===== src/rtl/if_stage.sv =====
// Instruction-fetch stage: owns the PC and issues word reads over a req/ack port.
// A word acked while the pipeline is stalled is parked in a one-entry buffer (HOLD).
module if_stage #(
    parameter int                ADDR_W       = 30,
    parameter int                DATA_W       = 32,
    parameter logic [ADDR_W-1:0] RESET_VECTOR = 30'h0
) (
    input  logic              clk,
    input  logic              reset,
    input  logic              stall,
    input  logic              flush,
    input  logic [ADDR_W-1:0] new_pc,
    input  logic              br_taken,
    input  logic [ADDR_W-1:0] br_addr,
    output logic              mem_req,
    output logic [ADDR_W-1:0] mem_addr,
    input  logic              mem_ack,
    input  logic [DATA_W-1:0] mem_rd_data,
    output logic [ADDR_W-1:0] if_pc,
    output logic [DATA_W-1:0] if_insn,
    output logic              if_en,
    output logic              busy
);

    typedef enum logic {
        FETCH = 1'b0,
        HOLD  = 1'b1
    } state_t;

    state_t            state, state_n;
    logic [ADDR_W-1:0] pc, pc_n;
    logic [DATA_W-1:0] buf_insn, buf_insn_n;
    logic [ADDR_W-1:0] buf_pc, buf_pc_n;
    logic [ADDR_W-1:0] if_pc_n;
    logic [DATA_W-1:0] if_insn_n;
    logic              if_en_n;

    assign mem_req  = (state == FETCH);
    assign mem_addr = pc;
    assign busy     = (state == FETCH) && !mem_ack && !flush && !br_taken;

    always_ff @(posedge clk) begin
        if (reset) begin
            state    <= FETCH;
            pc       <= RESET_VECTOR;
            buf_insn <= '0;
            buf_pc   <= '0;
            if_pc    <= '0;
            if_insn  <= '0;
            if_en    <= 1'b0;
        end else begin
            state    <= state_n;
            pc       <= pc_n;
            buf_insn <= buf_insn_n;
            buf_pc   <= buf_pc_n;
            if_pc    <= if_pc_n;
            if_insn  <= if_insn_n;
            if_en    <= if_en_n;
        end
    end

    // Redirects override everything, including stall; an ack in a redirect cycle is dropped.
    always_comb begin
        state_n    = state;
        pc_n       = pc;
        buf_insn_n = buf_insn;
        buf_pc_n   = buf_pc;
        if_pc_n    = if_pc;
        if_insn_n  = if_insn;
        if_en_n    = if_en;

        if (flush) begin
            pc_n      = new_pc;
            if_en_n   = 1'b0;
            if_insn_n = '0;
            if_pc_n   = '0;
            state_n   = FETCH;
        end else if (br_taken) begin
            pc_n    = br_addr;
            if_en_n = 1'b0;
            state_n = FETCH;
        end else begin
            case (state)
                FETCH: begin
                    if (!stall) begin
                        if (mem_ack) begin
                            if_insn_n = mem_rd_data;
                            if_pc_n   = pc;
                            if_en_n   = 1'b1;
                            pc_n      = pc + ADDR_W'(1);
                        end else begin
                            if_en_n = 1'b0;
                        end
                    end else if (mem_ack) begin
                        buf_insn_n = mem_rd_data;
                        buf_pc_n   = pc;
                        pc_n       = pc + ADDR_W'(1);
                        state_n    = HOLD;
                    end
                end
                HOLD: begin
                    if (!stall) begin
                        if_insn_n = buf_insn;
                        if_pc_n   = buf_pc;
                        if_en_n   = 1'b1;
                        state_n   = FETCH;
                    end
                end
                default: state_n = FETCH;
            endcase
        end
    end

endmodule


===== config.mk =====
export PLATFORM = sky130hd
export DESIGN_NAME = if_stage
export DESIGN_NICKNAME = d
export VERILOG_FILES = /design/src/rtl/if_stage.sv
export SDC_FILE = /design/constraint.sdc
export NUM_CORES = 1
export LEC_CHECK = 0
export CORE_MARGIN = 2
export CORE_UTILIZATION = 44
export CTS_BUF_LIST = sky130_fd_sc_hd__clkbuf_2
export DETAILED_ROUTE_END_ITERATION = 12
export PLACE_DENSITY_LB_ADDON = 0.15
export SLEW_MARGIN = 15
export SYNTH_ARGS = -nofsm -noshare
export SYNTH_HDL_FRONTEND = slang
export SYNTH_SLANG_ARGS = --single-unit
export TNS_END_PERCENT = 50

===== constraint.sdc =====
create_clock -name clk -period 2.77 [get_ports clk]
set_clock_uncertainty 0.2 [all_clocks]
set_input_delay 0.4155 -clock clk [delete_from_list [all_inputs] [get_ports clk]]
set_output_delay 0.4155 -clock clk [all_outputs]
set_load 0.1 [all_outputs]

==> impl_metrics.toml <==
[outcome]
outcome = "complete, no violations"

[drt]
via_count = 6958
dr.pass1.iters = 5
antenna_left = 0
viasPerCell = 5.48
wirelength_um = 21400
first_iter_violations = 436
drc = 0
wl_per_cell_um = 16.8

[logic_synthesis]
avgSynthCellArea_um2 = 8.22
synthTopCellsByCount = "dfxtp_1, nand2_1, nor2_1, a21oi_1, a211oi_1"
synthFlopType = "dfxtp_1"
ys_types = 56
netlist_top_cells_area = "dfxtp_1, mux2i_1, nand2_1, a211oi_1, a21oi_1"
ys_ff_latch = 156
synth.yosys.seq_area_share_pct = 43.8
synth_edf_count = 0
netlist_instances = 868
yosysMostFrequentCell = "dfxtp_1"
synthArstFlopShare_pct = 0
synth_top_area_share_pct = 43.8
ys_warn_count = 0
post-synth-top-area-cell = "dfxtp_1"
synth_nets = 967
synth_area_mm2 = 0.00713

[critical_path]
critPathKind = "reg -> out"
ff2ff_path_depth = 5
path_max_fanout = 49
crit_slowest_cell = "dfxtp_4"
r2r-start = "mem_addr[4]$_SDFFE_PP0P_"
endpoint_kind = "output pin"
start_kind = "flip-flop"
cp_top_family = "buffers and inverters"
path_cells = "buf_12 -> inv_1 -> buf_4"
path_depth = 3
max_stage_delay_ps = 520
reg2reg_slack_ps = 440
timing.rr.end = "mem_addr[17]$_SDFFE_PP0P_"
cp.required_ps = 2150
worst-path-buf-inv = 3
arrival_ps = 1910

[timing]
min_period_ps = 2530
hold_viol = 0
slew_viol_final = 0
final.setup.tns_ps = 0
finalCritPeriodShare_pct = 91.3
rsz0062_at_grt = "false"
worst_pin_slew_ps = 617
slew_headroom_pct = 58.5
setup_viol = 0
fmax_mhz = 395

[clock_network]
cts.path.max_buffers = 2
htreeDepth = 4
tritoncts = "done"
cts_made_buffers = 17
cts-resized-gates = 0
cts-root-buf = "clkbuf_2"
clock_sinks = 156
clkTransAtPathRegs_ps = 220
insertion_delay_ps = 710

[final_layout]
fin_nets = 1140
drive_gt1_share_pct = 17.1
nFillCells = 1476
area_growth_pct = 32.6
utilization_pct = 59.6

[grt]
grt_max_degree = 88
track_usage_pct = 24.3
grt_pass1_wl_um = 34100
grt_overflow = 0
antenna_found_initial = 1
grt_pass1_vias = 6378

[floorplan]
dieArea_mm2 = 0.0172
dieHeight_um = 131
rows = 46
io_pins = 193
core_area_mm2 = 0.0159
dieWidth_um = 131
initial_core_util_pct = 44.9

[min_path]
hold-path-cell-count = 3
holdCritStartpoint = "mem_rd_data[12]"
hp-class = "in -> reg"
min_to = "buf_insn[12]$_SDFFE_PP0P_"

[place]
place_congestion = 0.954
port_buffers = 192
dpl.hpwl_um = 14600

[pwr]
p_leak_nw = 3.32
p_per_area_mw_per_mm2 = 493
ir_worst_vdd_v = 0.000260

[flow_run]
maxCapViolCount = 0
==> worst min-delay path, cell delays in order <==
cell	delay, ps
clkdlybuf4s50_1	420
nand2_1	60
a21oi_1	50
==> how the worst max path moves through the flow <==
stage | endpoint | slack (ps) | from
3_3_place_gp | mem_addr[16]$_SDFFE_PP0P_ | 170 | flush
6_report | mem_req | 240 | state$_SDFF_PP0_
2_1_floorplan | mem_addr[26]$_SDFFE_PP0P_ | -4 | mem_addr[0]$_SDFFE_PP0P_
3_5_place_dp | mem_addr[25]$_SDFFE_PP0P_ | 110 | br_taken
5_1_grt | mem_req | 90 | state$_SDFF_PP0_
4_1_cts | mem_req | 40 | state$_SDFF_PP0_
==> sequential cells by signal, summed over array words and instances, names as in the netlist <==
name,flops
if_en,1
if_pc,30
if_insn,32
state,1
buf_pc,30
buf_insn,32
mem_addr,30
==> layout by cell type (no fill, tap or decap), drive strengths merged, types with 2 or more instances in the layout <==
cell	count
nand2	154
a22oi	6
nand2b	10
bufinv	2
o31a	3
nor2	91
o21ai	11
a22o	3
a2111oi	5
xor2	5
a21oi	86
and2	3
nor3	22
a221o	2
o211ai	8
a211oi	72
nor2b	4
inv	5
buf	129
mux2i	67
clkbuf	22
nand4	14
nor3b	2
o221ai	2
o22ai	7
and3	5
clkdlybuf4s50	96
nand3	15
a222oi	3
dlygate4sd3	5
and4	3
xnor2	4
clkinv	7
dfxtp	156
nor4	6
==> kinds of logic (layout without fill, tap and decap cells) <==
logic type / count (synthesis) / in the layout / synth area share, %
and+or+nand+nor: 336 / 336 / 21.2
AOI/OAI and AO/OA: 217 / 217 / 19.9
DFF: 156 / 156 / 43.8
buffers and inverters: 82 / 267 / 4.47
muxes: 67 / 67 / 9.40
xor gates and xnor gates: 9 / 9 / 1.10
adders and majority gates: 1 / 1 / 0.175
other: 0 / 1 / 0
==> metrics by stage <==
stage | power (mW) | worst slack, ps | instances | hold slack [ps] | instance area [um^2]
6_report | 4.67 | 241 | 1270 | 62.2 | 9460
5_1_grt | 4.86 | 93.9 | 1270 | 7.79 | 9460
4_1_cts | 4.70 | 41.4 | 1268 | 0.729 | 9450
3_5_place_dp | 3.51 | 111 | 1232 | 246 | 9190
3_3_place_gp | 3.51 | 168 | 1232 | 241 | 9190
2_1_floorplan | 3.13 | -4.37 | 868 | 236 | 7150
==> layout make-up <==
cell class	count	area, um^2	area share, %
flip-flops and latches	156	3140	33.2
inverters	6	22.5	0.238
clock buffers	22	110	1.16
well taps	216	270	2.86
diodes	1	2.50	0.0264
multi-input cells	630	3720	39.3
repair buffers	230	2110	22.3
clock inverters	9	97.6	1.03
==> metal layers <==
metal  wire length (um)  part of all wire [%]  track usage (%)
met5                  0                     0                0
met4                363                   1.7             7.67
met3               1560                   7.3             5.94
met2               9450                    44             36.8
met1              10000                    47             34.2
==> power by group <==
| part | internal [mW] | switching (mW) |
|---|---|---|
| clock | 0.416 | 0.768 |
| sequential | 2.32 | 0.0950 |
| combinational | 0.358 | 0.713 |
| total | 3.09 | 1.58 |
==> what timing repair did <==
item | 4_1_cts | 5_1_grt
hold buffers | 5 | 0
endpoints found under the setup margin | 0 | 1
buffers inserted | 0 | 1
hold endpoints to repair | 20 | 0
No activity file was read; power rests on OpenSTA's default activity.
